File: src/rtl/mips_multicycle_controller.sv
// Multi-cycle MIPS control FSM: one micro-step per clock, all datapath controls from the state.
// Define MIPS_CTRL_HALT_EN to send illegal opcodes/functs to a sticky HALT state instead of FETCH.
module mips_multicycle_controller (
   input  logic        clk,
   input  logic        rst,
   input  logic [31:0] Instruction,
   input  logic        ZeroFlag,
   output logic        PCWrite,
   output logic        PCWriteCond,
   output logic        IorD,
   output logic        MemWrite,
   output logic        MemRead,
   output logic        IRWrite,
   output logic        RegDst,
   output logic        WriteRegSel,
   output logic        MemtoReg,
   output logic        WriteDataSel,
   output logic        RegWrite,
   output logic        ALUSrcA,
   output logic [1:0]  ALUSrcB,
   output logic [1:0]  PCSrc,
   output logic [2:0]  ALUoperation,
   output logic [3:0]  state,
   output logic        halted
);

   typedef enum logic [3:0] {
      FETCH  = 4'd0,
      DECODE = 4'd1,
      MEMADR = 4'd2,
      MEMRD  = 4'd3,
      MEMWB  = 4'd4,
      MEMWR  = 4'd5,
      RTEXE  = 4'd6,
      RTWB   = 4'd7,
      BEQ    = 4'd8,
      IEXE   = 4'd9,
      IWB    = 4'd10,
      JUMP   = 4'd11,
      JR     = 4'd12
`ifdef MIPS_CTRL_HALT_EN
      , HALT = 4'd13
`endif
   } state_t;

`ifdef MIPS_CTRL_HALT_EN
   localparam state_t ILLEGAL_NEXT = HALT;
`else
   localparam state_t ILLEGAL_NEXT = FETCH;
`endif

   localparam logic [5:0] OP_RTYPE = 6'b000000;
   localparam logic [5:0] OP_LW    = 6'b100011;
   localparam logic [5:0] OP_SW    = 6'b101011;
   localparam logic [5:0] OP_BEQ   = 6'b000100;
   localparam logic [5:0] OP_ADDI  = 6'b001000;
   localparam logic [5:0] OP_SLTI  = 6'b001010;
   localparam logic [5:0] OP_J     = 6'b000010;
   localparam logic [5:0] OP_JAL   = 6'b000011;

   localparam logic [5:0] FN_ADD = 6'b100000;
   localparam logic [5:0] FN_SUB = 6'b100010;
   localparam logic [5:0] FN_AND = 6'b100100;
   localparam logic [5:0] FN_OR  = 6'b100101;
   localparam logic [5:0] FN_SLT = 6'b101010;
   localparam logic [5:0] FN_JR  = 6'b001000;

   localparam logic [2:0] ALU_AND = 3'b000;
   localparam logic [2:0] ALU_OR  = 3'b001;
   localparam logic [2:0] ALU_ADD = 3'b010;
   localparam logic [2:0] ALU_SUB = 3'b110;
   localparam logic [2:0] ALU_SLT = 3'b111;

   state_t     state_q, next_state;
   logic [5:0] opcode, funct;
   logic       pc_write, pc_write_cond, i_or_d, mem_write, mem_read, ir_write;
   logic       reg_dst, write_reg_sel, mem_to_reg, write_data_sel, reg_write, alu_src_a;
   logic [1:0] alu_src_b, pc_src;
   logic [2:0] alu_op;
`ifdef MIPS_CTRL_HALT_EN
   logic       halt_flag;
`endif
   logic       unused_bits;

   assign opcode = Instruction[31:26];
   assign funct  = Instruction[5:0];
   // The branch decision is made in the datapath (PCWriteCond & ZeroFlag).
   assign unused_bits = ^{Instruction[25:6], ZeroFlag};

   always_ff @(posedge clk or negedge rst) begin
      if (!rst) state_q <= FETCH;
      else      state_q <= next_state;
   end

   always_comb begin
      next_state     = FETCH;
      pc_write       = 1'b0;
      pc_write_cond  = 1'b0;
      i_or_d         = 1'b0;
      mem_write      = 1'b0;
      mem_read       = 1'b0;
      ir_write       = 1'b0;
      reg_dst        = 1'b0;
      write_reg_sel  = 1'b0;
      mem_to_reg     = 1'b0;
      write_data_sel = 1'b0;
      reg_write      = 1'b0;
      alu_src_a      = 1'b0;
      alu_src_b      = 2'b00;
      pc_src         = 2'b00;
      alu_op         = ALU_AND;
`ifdef MIPS_CTRL_HALT_EN
      halt_flag      = 1'b0;
`endif
      case (state_q)
         FETCH: begin
            mem_read   = 1'b1;
            ir_write   = 1'b1;
            alu_src_b  = 2'b01;
            alu_op     = ALU_ADD;
            pc_write   = 1'b1;
            next_state = DECODE;
         end
         DECODE: begin
            // Branch target is precomputed here so BEQ can take it from ALUout.
            alu_src_b = 2'b11;
            alu_op    = ALU_ADD;
            case (opcode)
               OP_RTYPE:         next_state = (funct == FN_JR) ? JR : RTEXE;
               OP_LW, OP_SW:     next_state = MEMADR;
               OP_BEQ:           next_state = BEQ;
               OP_ADDI, OP_SLTI: next_state = IEXE;
               OP_J, OP_JAL:     next_state = JUMP;
               default:          next_state = ILLEGAL_NEXT;
            endcase
         end
         MEMADR: begin
            alu_src_a  = 1'b1;
            alu_src_b  = 2'b10;
            alu_op     = ALU_ADD;
            next_state = (opcode == OP_SW) ? MEMWR : MEMRD;
         end
         MEMRD: begin
            i_or_d     = 1'b1;
            mem_read   = 1'b1;
            next_state = MEMWB;
         end
         MEMWB: begin
            mem_to_reg = 1'b1;
            reg_write  = 1'b1;
         end
         MEMWR: begin
            i_or_d    = 1'b1;
            mem_write = 1'b1;
         end
         RTEXE: begin
            alu_src_a  = 1'b1;
            next_state = RTWB;
            case (funct)
               FN_ADD:  alu_op = ALU_ADD;
               FN_SUB:  alu_op = ALU_SUB;
               FN_AND:  alu_op = ALU_AND;
               FN_OR:   alu_op = ALU_OR;
               FN_SLT:  alu_op = ALU_SLT;
               default: next_state = ILLEGAL_NEXT;
            endcase
         end
         RTWB: begin
            reg_dst   = 1'b1;
            reg_write = 1'b1;
         end
         BEQ: begin
            alu_src_a     = 1'b1;
            alu_op        = ALU_SUB;
            pc_write_cond = 1'b1;
            pc_src        = 2'b10;
         end
         IEXE: begin
            alu_src_a  = 1'b1;
            alu_src_b  = 2'b10;
            alu_op     = (opcode == OP_SLTI) ? ALU_SLT : ALU_ADD;
            next_state = IWB;
         end
         IWB: reg_write = 1'b1;
         JUMP: begin
            pc_src   = 2'b01;
            pc_write = 1'b1;
            // jal links the already-incremented PC into r31.
            if (opcode == OP_JAL) begin
               write_reg_sel  = 1'b1;
               write_data_sel = 1'b1;
               reg_write      = 1'b1;
            end
         end
         JR: begin
            pc_src   = 2'b11;
            pc_write = 1'b1;
         end
`ifdef MIPS_CTRL_HALT_EN
         HALT: begin
            halt_flag  = 1'b1;
            next_state = HALT;
         end
`endif
         default: next_state = FETCH;
      endcase
   end

   // Reset low masks every control asynchronously so an interrupted instruction cannot write.
   assign PCWrite      = rst & pc_write;
   assign PCWriteCond  = rst & pc_write_cond;
   assign IorD         = rst & i_or_d;
   assign MemWrite     = rst & mem_write;
   assign MemRead      = rst & mem_read;
   assign IRWrite      = rst & ir_write;
   assign RegDst       = rst & reg_dst;
   assign WriteRegSel  = rst & write_reg_sel;
   assign MemtoReg     = rst & mem_to_reg;
   assign WriteDataSel = rst & write_data_sel;
   assign RegWrite     = rst & reg_write;
   assign ALUSrcA      = rst & alu_src_a;
   assign ALUSrcB      = rst ? alu_src_b : 2'b00;
   assign PCSrc        = rst ? pc_src : 2'b00;
   assign ALUoperation = rst ? alu_op : 3'b000;
   assign state        = state_q;
`ifdef MIPS_CTRL_HALT_EN
   assign halted       = rst & halt_flag;
`else
   assign halted       = 1'b0;
`endif

endmodule

File: config.mk
export PLATFORM = sky130hd
export DESIGN_NAME = mips_multicycle_controller
export DESIGN_NICKNAME = d
export VERILOG_FILES = /design/src/rtl/mips_multicycle_controller.sv
export SDC_FILE = /design/constraint.sdc
export NUM_CORES = 1
export LEC_CHECK = 0
export ABC_AREA = 1
export CORE_MARGIN = 5
export CORE_UTILIZATION = 30
export CTS_BUF_LIST = sky130_fd_sc_hd__clkbuf_2
export CTS_CLUSTER_DIAMETER = 80
export CTS_CLUSTER_SIZE = 16
export DETAILED_ROUTE_END_ITERATION = 10
export PLACE_DENSITY = 0.87
export SETUP_SLACK_MARGIN = 0.15
export SYNTH_ARGS = -nofsm -noshare
export SYNTH_HDL_FRONTEND = slang
export SYNTH_SLANG_ARGS = --single-unit
export TNS_END_PERCENT = 100
File: constraint.sdc
create_clock -name clk -period 1.19 [get_ports clk]
set_input_delay 0.238 -clock clk [delete_from_list [all_inputs] [get_ports clk]]
set_output_delay 0.238 -clock clk [all_outputs]
set_load 0.05 [all_outputs]
==> results.yml, run 1 <==
outcome:
  status: "did not finish"
  failing_step: "clock tree synthesis (4_1_cts)"
  error: "[ERROR DPL-0033] detailed placement checks failed during check placement."
synth:
  ys_seq_area_share_pct: 14.31
  synth-edff-count: 0
  syn_nets: 174
  postSynthAreaPerCell_um2: 5.032
  synth-compound-area-share_pct: 10.20
  synth_xor_area_share_pct: 0
  ys_async_sr_fraction_pct: 100.0
  yosysWarnings: 0
  ys_types: 22
  synth_top_family_by_area: "simple AND/OR/NAND/NOR gates"
  synth_seq_cells: 4
  synth_cells: 139
  synth_fa_ha_area_share_pct: 0
  muxShareOfSynthArea_pct: 0
  syn_area_um2: 699.4
  synth_simple_gate_area_share_pct: 57.07
  synthFlopType: "dfrtp_1"
clocking:
  h-tree-depth: 1
  cts.path.max_buffers: 2
  clkSinkCount: 4
  cts_buffers: 3
  post_cts_resize_count: 91
  clock_tree.root_cell: "clkbuf_2"
  ctsHoldBuffers: 0
  post_cts_buffers: 23
place:
  portBuffers: 36
  hpwlAfterDp_um: 2683
  placed_cell_area_um2: 1773
  place.gp.congestion: 0.9640
  dp_slack_ns: -0.6829
die:
  rows: 17
  die_x_um: 58.29
  die_y_um: 58.29
  ios: 59
  initial_core_util_pct: 31.62
[cell families after synthesis]
group,count (synthesis)
DFF,4
AOI/OAI and AO/OA,12
and+or+nand+nor,91
other,1
buffers and inverters,31
[stage by stage]
| step | hold slack [ns] | cells |
|---|---|---|
| after global placement | 0.5748 | 235 |
| after detailed placement | 0.5766 | 235 |
| after floorplan | -0.05759 | 139 |
[cells in the mapped netlist, types with 2 or more instances]
master   instances  area share [%]
nor3_1           5             3.6
nand2_1         36              19
dfrtp_1          4              14
nor2_1          26              14
inv_1           23              12
nor2_2           6             5.4
o21ai_1          2             1.4
nand2_2          2             1.8
o22ai_1          2             1.8
inv_2            5             2.7
nand3_1         13             9.3
a31oi_1          2             1.8
a21oi_1          3             2.1
buf_4            2             2.1
==> run 2: changes to the inputs <==
CORE_AREA = 5 5 66 68   (was unset)
CORE_MARGIN = unset   (was 5)
CORE_UTILIZATION = unset   (was 30)
CTS_BUF_LIST = unset   (was sky130_fd_sc_hd__clkbuf_2)
CTS_CLUSTER_DIAMETER = unset   (was 80)
CTS_CLUSTER_SIZE = unset   (was 16)
DIE_AREA = 0 0 71 73   (was unset)
PLACE_DENSITY = unset   (was 0.87)
PLACE_DENSITY_LB_ADDON = 0.15   (was unset)
SETUP_SLACK_MARGIN = unset   (was 0.15)
clock period = 1.5 ns   (was 1.19 ns; I/O delays follow)
==> run 2 against run 1 <==
  * The flow now finishes, with violations (negative setup slack)
  * Synthesized cell count did not move
  * Synthesized area is the same
==> results.yml, run 2 <==
layout:
  largest_reg_flops: 4
  mostFrequentLayoutCells: "42 x buf_4, 24 x buf_12, 21 x nand2_1"
  syn2layout_area_growth_pct: 211.3
  final_area_um2: 2177
  drive_above_1_share_pct: 66.37
  n_antenna_cell: 0
  mostFrequentLayoutCell: "buf_4"
  fin_nets: 263
  postLayoutCoreUtil_pct: 57.31
clocking:
  clk_pin_slew_worst_paths_ns: 0.03
  h-tree-depth: 1
  clock_tree.root_cell: "clkbuf_8"
  cts.path.max_buffers: 2
  ctsHoldBuffers: 0
  cts_buffers: 3
  clkSinkCount: 4
  insertion_delay_ns: 0.22
  cts_tree: "yes"
grt:
  grt_max_degree: 8
  antenna_found_initial: 0
  grt_util_all_layers_pct: 12.65
  overflow: 0
  grt_first_pass_wirelength_um: 5216
  grt_pass1_vias: 1193
synth:
  synth_seq_cells: 4
  synth_top_area_share_pct: 19.32
  ys_seq_area_share_pct: 14.31
  yosysWarnings: 0
  synth-edff-count: 0
  syn_area_um2: 699.4
  synthFlopType: "dfrtp_1"
  ys_async_sr_fraction_pct: 100.0
  yosysMostFrequentCell: "nand2_1"
  syn_nets: 174
  yosysTopAreaCell: "nand2_1"
  postSynthAreaPerCell_um2: 5.032
  synth_area_leaders: "nand2_1 19%, dfrtp_1 14%, nor2_1 14%, inv_1 12%, nand3_1 9.3%"
  ys_top_cells_by_count: "36 x nand2_1, 26 x nor2_1, 23 x inv_1, 13 x nand3_1, 6 x nor2_2"
  synth_cells: 139
  ys_types: 22
place:
  placed_cell_area_um2: 1837
  hpwlAfterDp_um: 2613
  portBuffers: 36
  dp_slack_ns: -0.4365
  place.gp.congestion: 0.8263
setup_path:
  critPathBufInv: 3
  slowest_stage: "dfrtp_4"
  critPathTopFamily: "flip-flops"
  path_depth: 7
  critical_path.max_fanout: 2
  slowest_delay_ns: 0.48
  crit_start: "state[1]"
  reg2reg_depth: 10
  worstSetupEndpointType: "output pin"
  critPathRequiredTime_ns: 1.20
  crit_chain: "inv_4 > nand2_4 > nor2_4 > nand4_1 > buf_4 > a21oi_4 > buf_12"
  start_kind: "flip-flop"
  crit_end: "ALUoperation[0]"
  rrSetupSlack_ns: 0.05
  worst-setup-path-type: "reg2out"
  timing.rr.start: "state[1]"
  worstPathArrival_ns: 1.57
  timing.rr.end: "state[2]"
outcome:
  status: "complete, but fails checks"
  violations: "negative setup slack"
die:
  ios: 59
  rows: 23
  die_y_um: 73
  core_area_um2: 3799
  dieArea_um2: 5183
  die_x_um: 71
  initial_core_util_pct: 18.41
timing:
  worst_hold_slack_ns: 0.2499
  hold_violations: 0
  post-route-min-period_ns: 1.872
  timing.final.crit_share_pct: 124.8
  setup_ws_ns: -0.3725
  drv_slew: 0
  clock_skew_ns: 0.003874
  fin_tns_setup_ns: -5.313
  setup_viol: 19
  fmax_mhz: 534.1
  rsz0062_at_grt: "true"
route:
  route.detailed.drc: 0
  wl_per_cell_um: 11.88
  first_pass_iters: 4
  drt-initial-drc-count: 30
  routed_via_density: 4.326
  num_vias: 1194
  finalWirelength_um: 3280
  final_antenna_net_count: 0
flow_run:
  max_cap_violations: 0
pwr:
  vdd_drop_max_uv: 518.5
  power_density_nw_per_um2: 1406
  p_leak_nw: 1.012
worst_hold_path:
  hold_class: "in2async"
run 2: cell counts after synthesis:
Identical to the previous run, type by type.
run 2: layer usage:
metal | wire length, um | vias to the layer above | share of wire, % | global-route usage [%]
li1 | - | 607 | - | -
met3 | 149 | 6 | 4.5 | 2.479
met1 | 1178 | 548 | 36 | 12.39
met4 | 78 | 0 | 2.4 | 6.472
met2 | 1873 | 33 | 57 | 24.92
met5 | 0 | - | 0 | 0
run 2: metrics by stage:
step,std cells,power (mW)
2_1_floorplan,139,1.316
3_3_place_gp,262,2.394
3_5_place_dp,262,2.417
4_1_cts,271,2.876
5_1_grt,276,3.216
6_report,276,3.060
run 2: timing repair:
action                     CTS  global route
setup buffers                6             6
pin swaps                    9            15
cloned                       0             0
gates resized for setup     40            28
setup endpoints to repair   19            21
run 2: power breakdown:
part	internal (mW)	switching [mW]	total (mW)	leakage (nW)
logic	1.20	1.38	2.58	0.943
registers	0.166	0.0836	0.250	0.0469
clock network	0.171	0.0584	0.230	0.0216
run 2: worst reg2reg max path, cell delays in order, from the launching register on:
cell	delay, ns
dfrtp_4	0.48
inv_4	0.08
buf_6	0.10
nor2_4	0.04
buf_6	0.11
buf_6	0.11
nand2_4	0.07
buf_6	0.10
inv_2	0.03
a21oi_2	0.11
nand3_1	0.10
run 2: area by class of cell:
| cell class | instances | area, um2 |
|---|---|---|
| clock buffers | 3 | 41.29 |
| inverters | 28 | 116.4 |
| well taps | 50 | 62.56 |
| repair buffers | 87 | 1016 |
| flip-flops and latches | 4 | 110.1 |
| multi-input cells | 104 | 830.8 |
| fillers | 366 | 1622 |
run 2: logic make-up after synthesis:
logic type	count (synthesis)	synth area share, %
AO/OA/AOI/OAI	12	10.20
buffers and inverters	31	17.89
flip-flops	4	14.31
other	1	0.5362
AND/OR/NAND/NOR	91	57.07
run 2: worst min-delay path by stage:
| stage | to | cells past startpoint | slack [ns] | startpoint |
|---|---|---|---|---|
| 5_1_grt | state[0] | 3 | 0.26 | rst |
| 4_1_cts | state[0] | 3 | 0.25 | rst |
| 3_5_place_dp | state[3] | 5 | 0.71 | state[1] |
| 2_1_floorplan | state[2] | 0 | 0.004 | rst |
| 6_report | state[0] | 3 | 0.25 | rst |
| 3_3_place_gp | state[3] | 5 | 0.71 | state[1] |
Note: power is estimated with default switching activity, not from simulation.
==> variant 1, RTL diff (flow settings as in run 2) <==
Reset style: synchronous (`rst`), changed in one clocked block. Comments in the files are not updated.
--- a/src/rtl/mips_multicycle_controller.sv
+++ b/src/rtl/mips_multicycle_controller.sv
@@ -88,5 +88,5 @@
    assign unused_bits = ^{Instruction[25:6], ZeroFlag};
 
-   always_ff @(posedge clk or negedge rst) begin
+   always_ff @(posedge clk) begin
       if (!rst) state_q <= FETCH;
       else      state_q <= next_state;
Check against the original RTL: differs if rst is asserted again (counterexample within 4 cycles, from zero or initial values and one cycle with rst low); with rst held inactive, the same outputs for 10 cycles.
==> variant 1 against run 2 <==
  * The flow still finishes with violations (setup timing)
  * Synthesized area decreased by 4.5%
  * Critical endpoint is now ALUoperation[2]
  * Count of clock-buffer cells in the layout unchanged
  * Critical path depth increased by 2
  * Worst setup slack improved by 0.097 ns
  * Non-clock buffer count up 1
  * Design area is 0.11% lower
  * Routed wire length is 2.0% higher
  * Final cell count shrank 2.2%
  * Sequential cell count did not move
  * Largest cell class unchanged
Power is left out: it rests on default switching activity, and per cell area and clock period it moved more than threefold.
==> variant 1: results (changes against run 2) <==
Mean post-synth cell area: 5.06 um2 (was 5.03 um2)
Highest-delay cell along the critical path: dfxtp_4 (was dfrtp_4)
Detail-routed via count per cell: 4.29 (was 4.33)
Placed cell area: 1760 um2 (was 1840 um2)
Failing checks: setup timing (unchanged)
Dpl ws: -0.545 ns (was -0.437 ns)
Data-path buffer share of cell area in the final layout: 0.467 (about the same)
Multi-Input Combinational: 95 (was 104)
Layout clock area frac: 0.0190 (about the same)
Worst path top cell family by delay: simple AND/OR/NAND/NOR gates (was flip-flops)
Timing startpoint of the critical path: state[0]$_SDFF_PN0_ (was state[1]$_DFF_PN0_)
Final core occ: 0.572 (was 0.573)
Number of cells in the design after placement: 252 (was 262)
Least setup slack across all paths after layout: -0.276 ns (was -0.372 ns)
Commonest cells in the synthesized netlist: inv_1, nand2_1, nor2_1 (was nand2_1, nor2_1, inv_1)
Final setup violation count: 18 (was 19)
Largest fanout on the critical path: 4 (was 2)
Iter 0 DRT Violations: 41 (was 30)
Via count of the first global-routing pass: 1234 (was 1193)
Buffer count from post-CTS setup fixing: 7 (was 6)
Setup tns final: -2.95 ns (was -5.31 ns)
Largest net degree at the start of global routing: 10 (was 8)
Multi-input gate share of the layout cell area: 0.377 (was 0.382)
Fraction of layout cells with a size suffix above 1: 0.677 (was 0.664)
Wire length of the first global-routing pass: 5660 um (was 5220 um)
Outcome: finished, violations left (unchanged)
Number of inverters outside the clock class in the layout: 30 (was 28)
DPL Wire Length: 2480 um (was 2610 um)
Total track usage: 0.131 (was 0.127)
Register cell area after layout: 95.1 um2 (was 110 um2)
Post-Layout Cell Count: 270 (was 276)
Critical path data arrival time: 1.48 ns (was 1.57 ns)
Sum of routed wire length over all layers: 3350 um (was 3280 um)
Number of nets in the layout: 257 (was 263)
Sequential cell area fraction in the yosys report: 0.120 (was 0.143)
Hold crit path type: in2reg (was in2async)
Bufs w/o clock: 88 (was 87)
Synth area leaders: inv_1, nand2_1, dfxtp_1, nor2_1, nand3_1 (was nand2_1, dfrtp_1, nor2_1, inv_1, nand3_1)
[variant 1: changes by cell type after synthesis, moves of 3 or more]
cell / delta
inv_1: +3
a21oi_1: +4
nor2_2: -4
nor2_1: -5
nand2_1: -10
dfrtp_1: -4
a31oi_1: +3
nor2_4: +3
dfxtp_1: +4
[variant 1: path summary, 6_finish.rpt]
| check | endpoint | slack (ns) | cells past startpoint |
|---|---|---|---|
| max reg2reg | state[3]$_SDFF_PN0_ | 0.14 | 10 |
| min reg2reg | state[2]$_SDFF_PN0_ | 0.72 | 5 |
| max | ALUoperation[2] | -0.28 | 9 |
| min | state[1]$_SDFF_PN0_ | 0.39 | 3 |
[variant 1: routing by layer]
| metal | GRT usage | wire length [um] | part of all wire | vias up |
|---|---|---|---|---|
| met5 | 0 | 0 | 0 | - |
| met4 | 0.0188 | 14 | 0.0042 | 0 |
| met3 | 0.0193 | 101 | 0.030 | 2 |
| met2 | 0.248 | 1870 | 0.56 | 20 |
| met1 | 0.159 | 1360 | 0.41 | 538 |
| li1 | - | - | - | 598 |
==> variant 2, RTL diff (settings of run 2) <==
Made on the original files. Add a define of `MIPS_CTRL_HALT_EN`.
--- a/src/rtl/mips_multicycle_controller.sv
+++ b/src/rtl/mips_multicycle_controller.sv
@@ -1,4 +1,6 @@
 // Multi-cycle MIPS control FSM: one micro-step per clock, all datapath controls from the state.
 // Define MIPS_CTRL_HALT_EN to send illegal opcodes/functs to a sticky HALT state instead of FETCH.
+`define MIPS_CTRL_HALT_EN
+
 module mips_multicycle_controller (
    input  logic        clk,
Behaviour: not the same (a bounded check fails within 4 cycles, from zero or initial values and one cycle with rst low).
==> variant 2 against run 2 <==
  * The flow still finishes with violations (setup timing)
  * Clock power decreased by 2%
  * Routed wire length decreased by 3.9%
  * Worst hold slack got worse by 0.047 ns
  * Worst setup slack improved by 0.0070 ns
  * Sequential cell count unchanged
  * Design area decreased by 0.52%
  * Global-route usage decreased by 0.37 points
  * Synthesized cell count decreased by 0.72%
  * Core utilization decreased by 0.30 points
  * Critical path type unchanged
  * Total power increased by 26%
  * Synthesized area decreased by 3.2%
==> variant 2: results (changes against run 2) <==
Via count of the first global-routing pass: 1265 (was 1193)
Wire length of the first global-routing pass: 5250 um (was 5220 um)
Wire length on met2: 1780 um (was 1870 um)
Number of cells in the design after placement: 269 (was 262)
Largest fanout on the critical path: 4 (was 2)
Highest-delay cell along the critical path: dfrtp_2 (was dfrtp_4)
Number of cells on the worst reg-to-reg path: 9 (was 10)
Outcome: finished, violations left (unchanged)
Global-route track usage on met1: 0.129 (was 0.124)
Worst Skew: 0.0000937 ns (was 0.00387 ns)
Post-Syn Instances: 138 (was 139)
Failing checks: setup timing (unchanged)
Worst path top cell family by delay: simple AND/OR/NAND/NOR gates (was flip-flops)
Routed length on met1: 1240 um (was 1180 um)
Fillcell total: 340 (was 366)
Total track usage: 0.123 (was 0.127)
Delay contributed by the slowest stage of the critical path: 0.41 ns (was 0.48 ns)
Lkg Pwr: 0.970 nW (was 1.01 nW)
Number of input and output port buffers inserted: 37 (was 36)
Cell variety after synth: 20 (was 22)
DR WL met3: 120 um (was 149 um)
Final setup violation count: 20 (was 19)
Buffer count from post-CTS setup fixing: 8 (was 6)
Detail-routed via count per cell: 4.21 (was 4.33)
Iter 0 DRT Violations: 34 (was 30)
Least setup slack across all paths after layout: -0.365 ns (was -0.372 ns)
Sequential cell area fraction in the yosys report: 0.148 (was 0.143)
Max IR drop VDD: 685 uV (was 519 uV)
## variant 2: changes by cell type after synthesis, moves of 2 or more
cell | before | now
o21ai_1 | 2 | 0
nand3_1 | 13 | 16
nand2_2 | 2 | 0
nand4_1 | 1 | 3
a21oi_1 | 3 | 8
inv_1 | 23 | 19
nor3_1 | 5 | 3
nor2_2 | 6 | 2
nor2_1 | 26 | 36
inv_2 | 5 | 2
## variant 2: power breakdown
group | internal [mW] | switching [mW]
combinational | 1.61 | 1.75
clock | 0.171 | 0.0543
sequential | 0.171 | 0.0976
total | 1.95 | 1.90
## variant 2: how the worst max path moves through the flow
stage                                  start         endpoint  slack [ns]  cells after the start
final                     state[2]$_DFF_PN0_  ALUoperation[0]       -0.37                      7
after global routing      state[3]$_DFF_PN0_         RegWrite       -0.43                      7
after CTS                 state[0]$_DFF_PN0_         RegWrite       -0.34                      6
after detailed placement      Instruction[5]  ALUoperation[2]       -0.54                      8
after global placement        Instruction[5]  ALUoperation[1]       -0.49                      7
after floorplan           state[2]$_DFF_PN0_  ALUoperation[0]       -0.48                      5
## variant 2: logic make-up after synthesis
logic type             count (synthesis)  synth area share
buffers and inverters                 24             0.139
flip-flops                             4             0.148
AND/OR/NAND/NOR                       97             0.601
AO/OA/AOI/OAI                         13             0.113
## variant 2: layout make-up
class                   count  area, um2  share of cell area
multi-input cells         110        817               0.377
clock buffers               3       41.3              0.0191
inverters                  22       87.6              0.0404
repair buffers             96       1050               0.486
flip-flops and latches      4        105              0.0485
well taps                  50       62.6              0.0289
## variant 2: through the flow
step                      setup WS, ns  area (um2)
after floorplan                 -0.483         855
after CTS                       -0.336        2030
after global placement          -0.487        1790
final                           -0.365        2170
after detailed placement        -0.537        1790
after global routing            -0.431        2170
